==> config.mk <==
export PLATFORM = sky130hd
export DESIGN_NAME = ram_sdp_param
export DESIGN_NICKNAME = d
export VERILOG_FILES = /design/src/rtl/ram_pkg.sv /design/src/rtl/ram_clear_seq.sv /design/src/rtl/ram_sdp_param.sv
export SDC_FILE = /design/constraint.sdc
export NUM_CORES = 1
export LEC_CHECK = 0
export CAP_MARGIN = 25
export CORE_AREA = 2 2 99 101
export CTS_CLUSTER_DIAMETER = 120
export DETAILED_ROUTE_END_ITERATION = 7
export DIE_AREA = 0 0 101 103
export PLACE_DENSITY = 0.56
export SLEW_MARGIN = 20
export SYNTH_ARGS = -nofsm -noshare
export SYNTH_HDL_FRONTEND = slang
export SYNTH_SLANG_ARGS = --single-unit
==> constraint.sdc <==
create_clock -name clk -period 2.04 [get_ports clk]
set_input_delay 0.51 -clock clk [delete_from_list [all_inputs] [get_ports clk]]
set_output_delay 0.51 -clock clk [all_outputs]
set_load 0.02 [all_outputs]
==> src/rtl/ram_pkg.sv <==
// Shared types, default sizes and address check for the simple-dual-port RAM family.
package ram_pkg;

   typedef enum logic {
      RAM_CLEAR = 1'b0,
      RAM_IDLE  = 1'b1
   } ram_state_e;

   localparam int unsigned RAM_DATA_W_DEF = 8;
   localparam int unsigned RAM_DEPTH_DEF  = 8;

   function automatic logic ram_addr_ok(input int unsigned addr, input int unsigned depth);
      return addr < depth;
   endfunction

endpackage

==> src/rtl/ram_clear_seq.sv <==
// Post-reset clear sequencer: walks every word once, writing zero, then releases the ports.
module ram_clear_seq
   import ram_pkg::*;
#(
   parameter int unsigned DEPTH  = RAM_DEPTH_DEF,
   parameter int unsigned ADDR_W = $clog2(DEPTH)
) (
   input  logic              clk,
   input  logic              rst,
   output logic              clr_we,
   output logic [ADDR_W-1:0] clr_addr,
   output logic              busy
);

   localparam logic [ADDR_W-1:0] LAST_ADDR = ADDR_W'(DEPTH - 1);

   ram_state_e        state_reg, state_next;
   logic [ADDR_W-1:0] clr_ptr_reg, clr_ptr_next;

   always_ff @(posedge clk) begin
      if (rst) begin
         state_reg   <= RAM_CLEAR;
         clr_ptr_reg <= '0;
      end else begin
         state_reg   <= state_next;
         clr_ptr_reg <= clr_ptr_next;
      end
   end

   always_comb begin
      state_next   = state_reg;
      clr_ptr_next = clr_ptr_reg;
      case (state_reg)
         RAM_CLEAR: begin
            if (clr_ptr_reg == LAST_ADDR) begin
               state_next   = RAM_IDLE;
               clr_ptr_next = '0;
            end else begin
               clr_ptr_next = clr_ptr_reg + ADDR_W'(1);
            end
         end
         default: state_next = RAM_IDLE;
      endcase
   end

   // The reset cycle itself must leave the array untouched, hence the rst qualifier.
   always_comb begin
      busy     = (state_reg == RAM_CLEAR);
      clr_we   = busy && !rst;
      clr_addr = clr_ptr_reg;
   end

endmodule

==> src/rtl/ram_sdp_param.sv <==
// Parametrised single-clock simple-dual-port RAM with registered read and clear sweep.
// Define RAM_BYPASS_EN for write-first same-address collisions; default is read-first.
module ram_sdp_param
   import ram_pkg::*;
#(
   parameter  int unsigned DATA_W = RAM_DATA_W_DEF,
   parameter  int unsigned DEPTH  = RAM_DEPTH_DEF,
   localparam int unsigned ADDR_W = $clog2(DEPTH)
) (
   input  logic              clk,
   input  logic              rst,
   input  logic              wr,
   input  logic [ADDR_W-1:0] wr_addr,
   input  logic [DATA_W-1:0] wr_data,
   input  logic              rd,
   input  logic [ADDR_W-1:0] rd_addr,
   output logic [DATA_W-1:0] out,
   output logic              out_valid,
   output logic              busy,
   output logic              err
);

   logic [DATA_W-1:0] mem [DEPTH];

   logic              clr_we;
   logic [ADDR_W-1:0] clr_addr;
   logic              accept, wr_in_range, rd_in_range;
   logic              wr_go, rd_go, bad_go;
   logic [DATA_W-1:0] rd_word;
   logic [DATA_W-1:0] out_reg;
   logic              out_valid_reg, err_reg;

   ram_clear_seq #(
      .DEPTH  (DEPTH),
      .ADDR_W (ADDR_W)
   ) u_clear_seq (
      .clk      (clk),
      .rst      (rst),
      .clr_we   (clr_we),
      .clr_addr (clr_addr),
      .busy     (busy)
   );

   always_comb begin
      accept      = !busy && !rst;
      wr_in_range = ram_addr_ok(32'(wr_addr), DEPTH);
      rd_in_range = ram_addr_ok(32'(rd_addr), DEPTH);
      wr_go       = accept && wr && wr_in_range;
      rd_go       = accept && rd;
      bad_go      = accept && ((wr && !wr_in_range) || (rd && !rd_in_range));
   end

`ifdef RAM_BYPASS_EN
   always_comb begin
      rd_word = mem[rd_addr];
      if (wr_go && (wr_addr == rd_addr))
         rd_word = wr_data;
   end
`else
   always_comb begin
      rd_word = mem[rd_addr];
   end
`endif

   // Clear sweep and user writes never overlap because busy gates wr_go.
   always_ff @(posedge clk) begin
      if (clr_we)
         mem[clr_addr] <= '0;
      else if (wr_go)
         mem[wr_addr] <= wr_data;
   end

   always_ff @(posedge clk) begin
      if (rst) begin
         out_reg       <= '0;
         out_valid_reg <= 1'b0;
         err_reg       <= 1'b0;
      end else begin
         out_valid_reg <= rd_go;
         err_reg       <= bad_go;
         if (rd_go)
            out_reg <= rd_in_range ? rd_word : '0;
      end
   end

   assign out       = out_reg;
   assign out_valid = out_valid_reg;
   assign err       = err_reg;

endmodule
# [After elaboration in Yosys (flattened, before gate mapping)]
# Memory sizes are Yosys's and may differ from the RTL's. A register that Yosys moved wholly into a read port is not among the register bits.
# Cells that the tools add are included.
[classes] reduce_logical=6 mux=11 add_sub_neg=1 eq_ne=1 bitwise_logic=1
[op_table] cell="2-to-1 mux 1 bit" n=8
[op_table] cell="2-to-1 mux 8 bit" n=1
[op_table] cell="OR reduction 8 bit" n=1
[op_table] cell="2-to-1 mux 3 bit" n=2
[op_table] cell="logical AND 1 bit" n=4
[op_table] cell="adder 3 x 1 -> 3 bit (second input constant)" n=1
[op_table] cell="equality test 3 bit (second input constant)" n=1
[op_table] cell="logical NOT 1 bit" n=1
[op_table] cell="inverter 1 bit" n=1
[totals] output_inout_bits=11 mem_bits_rw=64 regBits=5 elab_cells=24 memories=1
[memory_table] name="mem" depth=8 width=8 rd=1 rd_ports_with_merged_regs=1 wr=1 line="ram_sdp_param.sv:23" rtl="logic [DATA_W-1:0] mem [DEPTH];"

# [Longest topological paths before layout]
# Gate-level depths: netlist of the first run.
[logic_depth] word_depth=8 depth_mapped=6

# [By module]
# Synthesis of the first run repeated with hierarchy kept, for this count alone.
[unflattened] cells_unflattened=209 area_unflattened_um2=3210.6
[modules_own_cells] mod="ram_sdp_param" area_per_inst_um2=3036.7 cells_each=191 n_inst=1
[modules_own_cells] mod="ram_clear_seq" area_per_inst_um2=173.9 cells_each=18 n_inst=1

# [Worst setup path before layout of the first run]
# No wires, ideal clock.
[synth_path] path_type="in2reg" from="input rst" to="memory mem[6][0] (netlist bit), enable pin" arrival_ps=1564 required_ps=1667 setup_slack_ps=102 setup_ps=373 stages=5 cell_sequence="buf_6 and3b_1 buf_6 mux2i_1 nor2b_1"
[synth_between] elab_chain_cells=8 elab_cells_between_ends=12
[synth_lines] item="start: declaration" line="ram_sdp_param.sv:11" rtl="input logic rst,"
[synth_lines] item="logical NOT 1 bit *" line="ram_clear_seq.sv:49, ram_sdp_param.sv:45"
[synth_lines] item="logical AND 1 bit" line="ram_sdp_param.sv:45" rtl="accept = !busy && !rst;"
[synth_lines] item="logical AND 1 bit" line="ram_sdp_param.sv:48" rtl="wr_go = accept && wr && wr_in_range;"
[synth_lines] item="2-to-1 mux 1 bit" line="ram_sdp_param.sv:69" rtl="else if (wr_go)"
[synth_lines] item="2-to-1 mux 1 bit" line="ram_sdp_param.sv:67" rtl="if (clr_we)"
[synth_lines] item="2-to-1 mux 1 bit (not written as such)" line="ram_sdp_param.sv:70" rtl="mem[wr_addr] <= wr_data;"
[synth_lines] item="OR reduction 8 bit (no source line)"
[synth_lines] item="2-to-1 mux 3 bit (no source line) or 2-to-1 mux 1 bit (tied branches)"
[synth_lines] item="end: declaration" line="ram_sdp_param.sv:23"
# Every way passes the cells marked *; elsewhere a longest branch is shown, timed or not.

# [Final worst setup path of the first run]
[layout_path] from="input rst" to="memory mem[3][0] (netlist bit), enable pin"
# Same word-level chain as after synthesis.

==> impl_summary.txt, run 1 <==
----------------------------------------------------
[Outcome]
  Status ... completed

[Drt]
  Sum of routed wire segments on met1 ... 2689 um
  Remaining DRCs ... 0
  Highest signal layer in the routed design ... met4
  Number of vias in the routed layout ... 1,760
  Amount of wire on met2 after detailed routing ... 3011 um
  DR iter-0 viols ... just under 50
  Final wirelength ... 6088 um
  Post-DRT Antenna Nets ... 0
  Iteration count of the initial detailed-routing pass ... 5
  Sum of met3 wire segment lengths after detailed routing ... 267 um
  Routed len/inst ... roughly 17 um
  Vias per inst ... 4.835

[Worst setup path]
  Sort of element at the start of the critical path ... input pin
  Peak per-stage delay on the critical path ... between 0.5 and 0.6 ns
  Highest net fanout along the worst path ... 8
  Cell depth of the worst flop-to-flop path ... 3
  Reg-to-reg setup timing slack ... 0.33 ns
  Cell-by-cell listing of the critical path ... clkdlybuf4s50_1 > and3b_2 > mux2i_1 > nor2_1
  Capture instance of the worst register-to-register path ... mem[3][0]$_DFFE_PP_
  Setup Crit Path Kind ... in2reg
  Standard cell with the maximum stage delay on the critical path ... sky130_fd_sc_hd__nor2_1
  Critical path capture point type ... flop
  Endpoint arrival time on the critical path ... 1.93 ns
  Origin of the critical flop-to-flop path ... u_clear_seq.state_reg$_SDFF_PP0_
  Worst EP required ... around 2 ns
  Crit path buf inv count ... 1
  CP top delay family ... simple AND/OR/NAND/NOR gates

[STA]
  Transition time at the pin with the least slew margin ... roughly 0.71 ns
  Max Transition Viols Final ... 0
  Count of endpoints failing hold in the final timing report ... 0
  Maximum achievable frequency ... ~0.5 GHz
  Total of endpoints with negative setup slack in the final report ... 0
  Final Skew ... 0.008321 ns
  Normalized max-slew margin ... 0.5274
  RSZ-0062 raised after global routing ... yes
  Crit path setup slack, layout ... 0.09229 ns
  Tcrit/Tclk final ... 0.9548
  Minimum clock period ... ~1.9 ns

[Hold path]
  Path type of the worst min-delay path ... reg2reg
  Cells on Worst Hold Path ... 2
  Worst Hold End ... out[1]$_SDFFE_PP0P_
  Min-delay src ... out[1]$_SDFFE_PP0P_

[Synthesis]
  Synthesized netlist cell count ... approximately 210
  Number of enable-type register cells in the synthesized netlist ... between 60 and 70
  Fraction of the yosys area taken by sequential cells ... 0.6850
  Count of distinct cell types in the synthesized netlist ... 30
  Ys async rst share ... 0
  Number of storage elements in the synthesis netlist ... 77
  Mapped Nets ... about 230
  Number of warning messages in the yosys log ... 0
  Synthesized area per cell ... approximately 15 um2
  Area of the mapped netlist ... 0.003186 mm2
  Most used flip-flop cell after synthesis ... sky130_fd_sc_hd__edfxtp_1
  Top cells by area, synth ... sky130_fd_sc_hd__edfxtp_1, sky130_fd_sc_hd__mux2_2, sky130_fd_sc_hd__dfxtp_1, sky130_fd_sc_hd__o22ai_1, sky130_fd_sc_hd__o31ai_1
  Cell type with the largest total area after synthesis ... sky130_fd_sc_hd__edfxtp_1
  Area share of the leading cell type in the synthesized netlist ... 0.6033

[Placement]
  RePlAce Congestion ... 0.7870
  Count of input and output buffers ... 27
  HPWL after detailed placement ... about 4400 um
  Placement-stage worst setup slack ... -0.4163 ns

[Pwr]
  Leakage power total ... 0.001216 uW
  Largest vdd supply drop ... between 0.2 and 0.3 mV
  PwrDens ... around 840 mW/mm2

[Layout]
  Core occupancy in the finished layout ... 0.4030
  Max reg flops ... between 60 and 70
  Number of nets in the finished design ... 265
  Area overhead of the layout relative to synthesis ... 19.68%
  Share of final-layout standard cells stronger than drive strength 1 ... 0.2640
  Filler cell count ... 897
  Number of antenna cells inserted ... 0

[Clocking]
  TritonCTS clock tree ... built
  # clock sinks ... slightly below 80
  Clk buf depth ... 2
  Root Buffer Master ... sky130_fd_sc_hd__clkbuf_8
  H-tree levels ... 3
  Num CTS Buffers ... 9
  Clock-pin transition on the worst setup and hold timing paths ... 0.08 ns
  Clock insertion delay at the later pin of the skew report ... between 0.3 and 0.4 ns

[Die]
  Total core area ... around 0.0095 mm2
  Num ports ... 29
  Initial core utilization ... 0.3368
  Floorplan die area ... roughly 0.010 mm2
  Width of the die ... around 100 um
  Number of placement rows ... 36
  Height of the die ... between 100 and 150 um

[Global routing]
  Initial antenna violation count ... 0
  Total routing resource utilization after global routing ... 0.1265
  GR Overflow Total ... 0
  First-pass GRT wire length ... roughly 9400 um
  Number of global-route vias before repair ... between 1,500 and 2,000
  Largest net degree at the start of global routing ... 33

[Run]
  Count of maximum capacitance violations ... 0

----------------------------------------------------
## Yosys cell counts, types with 2 or more instances
cell type                  count
sky130_fd_sc_hd__nor2b_1       6
sky130_fd_sc_hd__mux2i_1       5
sky130_fd_sc_hd__ha_1          2
sky130_fd_sc_hd__edfxtp_1     64
sky130_fd_sc_hd__nand2b_1      3
sky130_fd_sc_hd__and2_1        3
sky130_fd_sc_hd__o31ai_1       8
sky130_fd_sc_hd__buf_8         3
sky130_fd_sc_hd__mux2_1        3
sky130_fd_sc_hd__nor2_1       14
sky130_fd_sc_hd__and3b_1       2
sky130_fd_sc_hd__dfxtp_1      13
sky130_fd_sc_hd__o22ai_1      16
sky130_fd_sc_hd__buf_6         4
sky130_fd_sc_hd__buf_2         3
sky130_fd_sc_hd__mux2_2       29
sky130_fd_sc_hd__inv_1         2
sky130_fd_sc_hd__nand2_1      11
sky130_fd_sc_hd__and2_2        5
sky130_fd_sc_hd__a21oi_1       2
## routing by layer
metal  up-vias  track usage
met5         -            0
li1        854            -
met3        11      0.02644
met2        40       0.2195
met4         0      0.06549
met1       855       0.1487
## kinds of logic (layout without fill, tap and decap cells)
kind of cell	after synthesis	after routing	share of synthesized area
buffers and inverters	14	56	0.03888
other	1	1	0.001177
adders and majority gates	2	2	0.007854
muxes	37	37	0.1288
DFF	77	77	0.6850
and+or+nand+nor	48	48	0.07777
AOI/OAI and AO/OA	29	29	0.06049
## cells in the final DEF (no fill, tap or decap), types with 2 or more instances in the layout
cell type,n
sky130_fd_sc_hd__nor2b_1,6
sky130_fd_sc_hd__o22ai_1,16
sky130_fd_sc_hd__nor2_1,11
sky130_fd_sc_hd__clkbuf_8,9
sky130_fd_sc_hd__inv_1,2
sky130_fd_sc_hd__and2_1,3
sky130_fd_sc_hd__buf_4,9
sky130_fd_sc_hd__bufinv_16,2
sky130_fd_sc_hd__and2_2,5
sky130_fd_sc_hd__nand2b_1,3
sky130_fd_sc_hd__dfxtp_1,12
sky130_fd_sc_hd__buf_12,2
sky130_fd_sc_hd__edfxtp_1,64
sky130_fd_sc_hd__clkinv_2,2
sky130_fd_sc_hd__mux2i_1,5
sky130_fd_sc_hd__nand2_1,11
sky130_fd_sc_hd__o31ai_1,8
sky130_fd_sc_hd__nor2_2,3
sky130_fd_sc_hd__a21oi_1,2
sky130_fd_sc_hd__mux2_2,29
sky130_fd_sc_hd__mux2_1,3
sky130_fd_sc_hd__clkdlybuf4s50_1,26
sky130_fd_sc_hd__ha_1,2
## worst max path at each step
stage / start / endpoint / cells past startpoint
finish: rst / mem[3][0]$_DFFE_PP_ / 4
floorplan: rst / mem[6][0]$_DFFE_PP_ / 5
detailed placement: wr / mem[2][5]$_DFFE_PP_ / 4
global placement: wr / mem[1][0]$_DFFE_PP_ / 4
global route: wr / mem[5][4]$_DFFE_PP_ / 4
CTS: wr / mem[5][0]$_DFFE_PP_ / 4
## worst min-delay path, delay by kind of cell, from the launching register on
kind,cells,cell delay [ns]
flip-flops,1,0.34
AO/OA/AOI/OAI,1,0.05
AND/OR/NAND/NOR,1,0.05
## what timing repair did
item	CTS	global route
setup buffers	0	1
setup endpoints to repair	22	40
hold endpoints to repair	0	0
gates resized for setup	5	1
hold buffers	0	0
## area by class of cell
| class | instances | area (um2) | share of cell area |
|---|---|---|---|
| sequential | 77 | 2183 | 0.5727 |
| multi-input combinational | 117 | 888.4 | 0.2330 |
| timing repair buffer | 38 | 376.6 | 0.09879 |
| tap | 114 | 142.6 | 0.03741 |
| clock buffer | 9 | 123.9 | 0.03249 |
| clock inverter | 7 | 90.09 | 0.02363 |
| inverter | 2 | 7.507 | 0.001969 |
## metrics by stage
step           power (uW)  setup TNS, ns  hold WS (ns)  std cells  area [um2]
2_1_floorplan        1920              0        0.5352        208        3186
6_report             3193              0        0.4644        364        3812
3_3_place_gp         1990         -20.30        0.4425        347        3582
4_1_cts              3223       -0.01322        0.4727        363        3804
3_5_place_dp         1995         -23.32        0.4564        347        3582
5_1_grt              3304        -0.5503        0.4854        364        3812
## report_power, final
part / internal (uW) / leakage, uW / total, uW / switching (uW)
Sequential: 1740 / 0.000646 / 1750 / 18.1
Combinational: 100 / 0.000463 / 204 / 104
Clock: 682 / 0.000107 / 1240 / 554
No activity file was read; power rests on OpenSTA's default activity.
==> inputs of run 2 (changes only) <==
- GPL_TIMING_DRIVEN: unset -> 0
==> run 2 against run 1 <==
Net effect: total power down 3.0%; maximum frequency shrank 3.6%; combinational power is 9.8% higher; non-clock buffer count fell by 1; die area is the same; critical path depth rose by 1; global-route usage increased by 0.53 points; register-to-register slack got worse by 0.07 ns; design area is essentially flat; highest routed layer unchanged.
==> impl_summary.txt, run 2 (synthesis results as in run 1) <==
----------------------------------------------------
[Die]
  Num ports ... 29
  Number of placement rows ... 36
  Total core area ... ~0.0095 mm2
  Initial core utilization ... 0.3368
  Height of the die ... approximately 100 um
  Floorplan die area ... 0.01040 mm2
  Width of the die ... approximately 100 um

[Worst setup path]
  CP top delay family ... simple AND/OR/NAND/NOR gates
  Endpoint arrival time on the critical path ... approximately 2.0 ns
  Sort of element at the start of the critical path ... input pin
  Origin of the critical flop-to-flop path ... u_clear_seq.state_reg$_SDFF_PP0_
  Cell-by-cell listing of the critical path ... clkdlybuf4s50_1 > and3b_1 > buf_6 > mux2i_1 > nor2b_2
  Peak per-stage delay on the critical path ... 0.50 ns
  Highest net fanout along the worst path ... 8
  Capture instance of the worst register-to-register path ... mem[7][2]$_DFFE_PP_
  Setup Crit Path Kind ... in2reg
  Cell depth of the worst flop-to-flop path ... 4
  Crit path buf inv count ... 2
  Standard cell with the maximum stage delay on the critical path ... sky130_fd_sc_hd__clkdlybuf4s50_1
  Worst EP required ... slightly above 2 ns
  Critical path capture point type ... flop
  Worst Setup SP ... wr
  Reg-to-reg setup timing slack ... approximately 0.26 ns

[Clocking]
  H-tree levels ... 3
  Root Buffer Master ... sky130_fd_sc_hd__clkbuf_8
  # clock sinks ... a little under 80
  Num CTS Buffers ... 9
  Clock insertion delay at the later pin of the skew report ... 0.34 ns
  TritonCTS clock tree ... built
  Clock-pin transition on the worst setup and hold timing paths ... roughly 0.080 ns
  Clk buf depth ... 2
  Postcts setup bufs ... 0

[Global routing]
  Met1 track utilization from global routing ... 0.1701
  Global routing usage on met3 ... 0.04407
  Initial antenna violation count ... 0
  GR Overflow Total ... 0
  First-pass GRT wire length ... just under 10,000 um
  Most crowded layer after global routing ... met2
  Largest net degree at the start of global routing ... 13
  Number of global-route vias before repair ... roughly 1,800
  Total routing resource utilization after global routing ... 0.1318
  Met2 track demand over resource in global routing ... 0.2103

[Hold path]
  Min-delay src ... rst
  Path type of the worst min-delay path ... in2reg
  Cells on Worst Hold Path ... 2
  Worst Hold End ... u_clear_seq.clr_addr[0]$_SDFFE_PP0N_

[STA]
  Transition time at the pin with the least slew margin ... between 0.7 and 0.8 ns
  Max Transition Viols Final ... 0
  RSZ-0062 raised after global routing ... yes
  Minimum clock period ... 2.020 ns
  Tcrit/Tclk final ... 0.9901
  Normalized max-slew margin ... 0.5117
  Count of endpoints failing hold in the final timing report ... 0
  Total of endpoints with negative setup slack in the final report ... 0
  Maximum achievable frequency ... 0.4951 GHz
  Final Skew ... 0.007710 ns

[Layout]
  Share of final-layout standard cells stronger than drive strength 1 ... 0.2771
  Most frequent cells in the layout ... sky130_fd_sc_hd__edfxtp_1, sky130_fd_sc_hd__mux2_2, sky130_fd_sc_hd__clkdlybuf4s50_1
  Commonest non-fill, non-tap cell in the layout ... sky130_fd_sc_hd__edfxtp_1
  Number of nets in the finished design ... between 200 and 300
  Area overhead of the layout relative to synthesis ... 19.56%
  Finished Layout Cells ... around 360
  Max reg flops ... between 60 and 70
  Number of antenna cells inserted ... 0
  Core occupancy in the finished layout ... 0.4026

[Drt]
  Post-DRT Antenna Nets ... 0
  Vias per inst ... roughly 4.9
  Iteration count of the initial detailed-routing pass ... 4
  Remaining DRCs ... 0
  Final wirelength ... 6286 um
  DR iter-0 viols ... 52
  Routed len/inst ... 17.32 um
  Number of vias in the routed layout ... about 1,800

[Placement]
  Count of input and output buffers ... 25
  RePlAce Congestion ... between 0.7 and 0.8
  HPWL after detailed placement ... approximately 4300 um
  DP Cell Count ... between 300 and 400

[Pwr]
  Leakage power total ... ~0.0012 uW
  PwrDens ... just over 800 mW/mm2
  Largest vdd supply drop ... between 0.3 and 0.4 mV

[Outcome]
  Status ... completed

[Run]
  Count of maximum capacitance violations ... 0

----------------------------------------------------
==> run 2: cell types whose count changed in the layout (fill, tap and decap cells not counted), moves of 2 or more <==
cell,previous run,this run
sky130_fd_sc_hd__nor2_4,0,3
sky130_fd_sc_hd__buf_8,0,3
sky130_fd_sc_hd__nor2b_1,6,4
sky130_fd_sc_hd__nor2b_2,0,2
sky130_fd_sc_hd__buf_4,9,1
sky130_fd_sc_hd__buf_2,0,3
sky130_fd_sc_hd__clkdlybuf4s50_1,26,24
sky130_fd_sc_hd__buf_6,0,4
sky130_fd_sc_hd__nor2_1,11,8
sky130_fd_sc_hd__clkbuf_1,0,2
sky130_fd_sc_hd__buf_12,2,0
==> run 2: worst max-delay path by stage <==
| stage | end | slack, ns | cells after the start |
|---|---|---|---|
| 6_report | mem[6][6]$_DFFE_PP_ | 0.02 | 5 |
| 4_1_cts | mem[4][4]$_DFFE_PP_ | -0.02 | 5 |
| 2_1_floorplan | mem[6][0]$_DFFE_PP_ | 0.10 | 5 |
| 3_5_place_dp | mem[6][0]$_DFFE_PP_ | -0.61 | 5 |
| 5_1_grt | mem[6][6]$_DFFE_PP_ | -0.08 | 5 |
| 3_3_place_gp | mem[6][1]$_DFFE_PP_ | -0.57 | 5 |
==> run 2: layout make-up <==
type | instances | area [um2]
plain buffers | 12 | 116.4
clock buffers | 12 | 145.1
clock inverters | 4 | 47.55
fillers | 881 | 5650
inverters | 2 | 7.507
multi-input cells | 117 | 918.4
flip-flops and latches | 77 | 2182
well taps | 114 | 142.6
repair buffers | 25 | 249.0
==> run 2: where the power goes <==
group	leakage, uW	internal [uW]	total (uW)	switching, uW
clock	0.0000964	595	1120	526
sequential	0.000646	1740	1750	16.8
combinational	0.000457	107	224	117
total	0.00120	2440	3100	660
==> run 2: layer usage <==
metal | part of all wire | vias to the layer above | wire (um)
li1 | - | 851 | -
met1 | 0.48 | 874 | 3027
met2 | 0.46 | 38 | 2918
met3 | 0.043 | 7 | 270
met4 | 0.011 | 0 | 69
met5 | 0 | - | 0
==> run 2: stage by stage <==
step                area, um2  setup TNS, ns  total power [uW]  hold WS [ns]  worst slack [ns]
detailed placement       3578         -31.90              2001        0.4490           -0.6072
global placement         3578         -30.86              1997        0.4432           -0.5723
CTS                      3785        -0.2339              3118        0.3374          -0.02385
floorplan                3186              0              1920        0.5352            0.1023
finish                   3809              0              3098        0.3506           0.02019
global route             3809         -1.226              3217        0.3325          -0.08435
==> run 2: worst reg2reg max path, stage by stage (launching register included) <==
cell                      delay (ns)
sky130_fd_sc_hd__dfxtp_1        0.35
sky130_fd_sc_hd__buf_2          0.22
sky130_fd_sc_hd__nand3_1        0.10
sky130_fd_sc_hd__a21o_1         0.29
sky130_fd_sc_hd__nor2b_2        0.46
==> run 2: timing repair <==
action	in CTS	in global routing
resized for setup	7	6
setup endpoints to repair	65	50
cloned	0	0
hold buffers	0	0
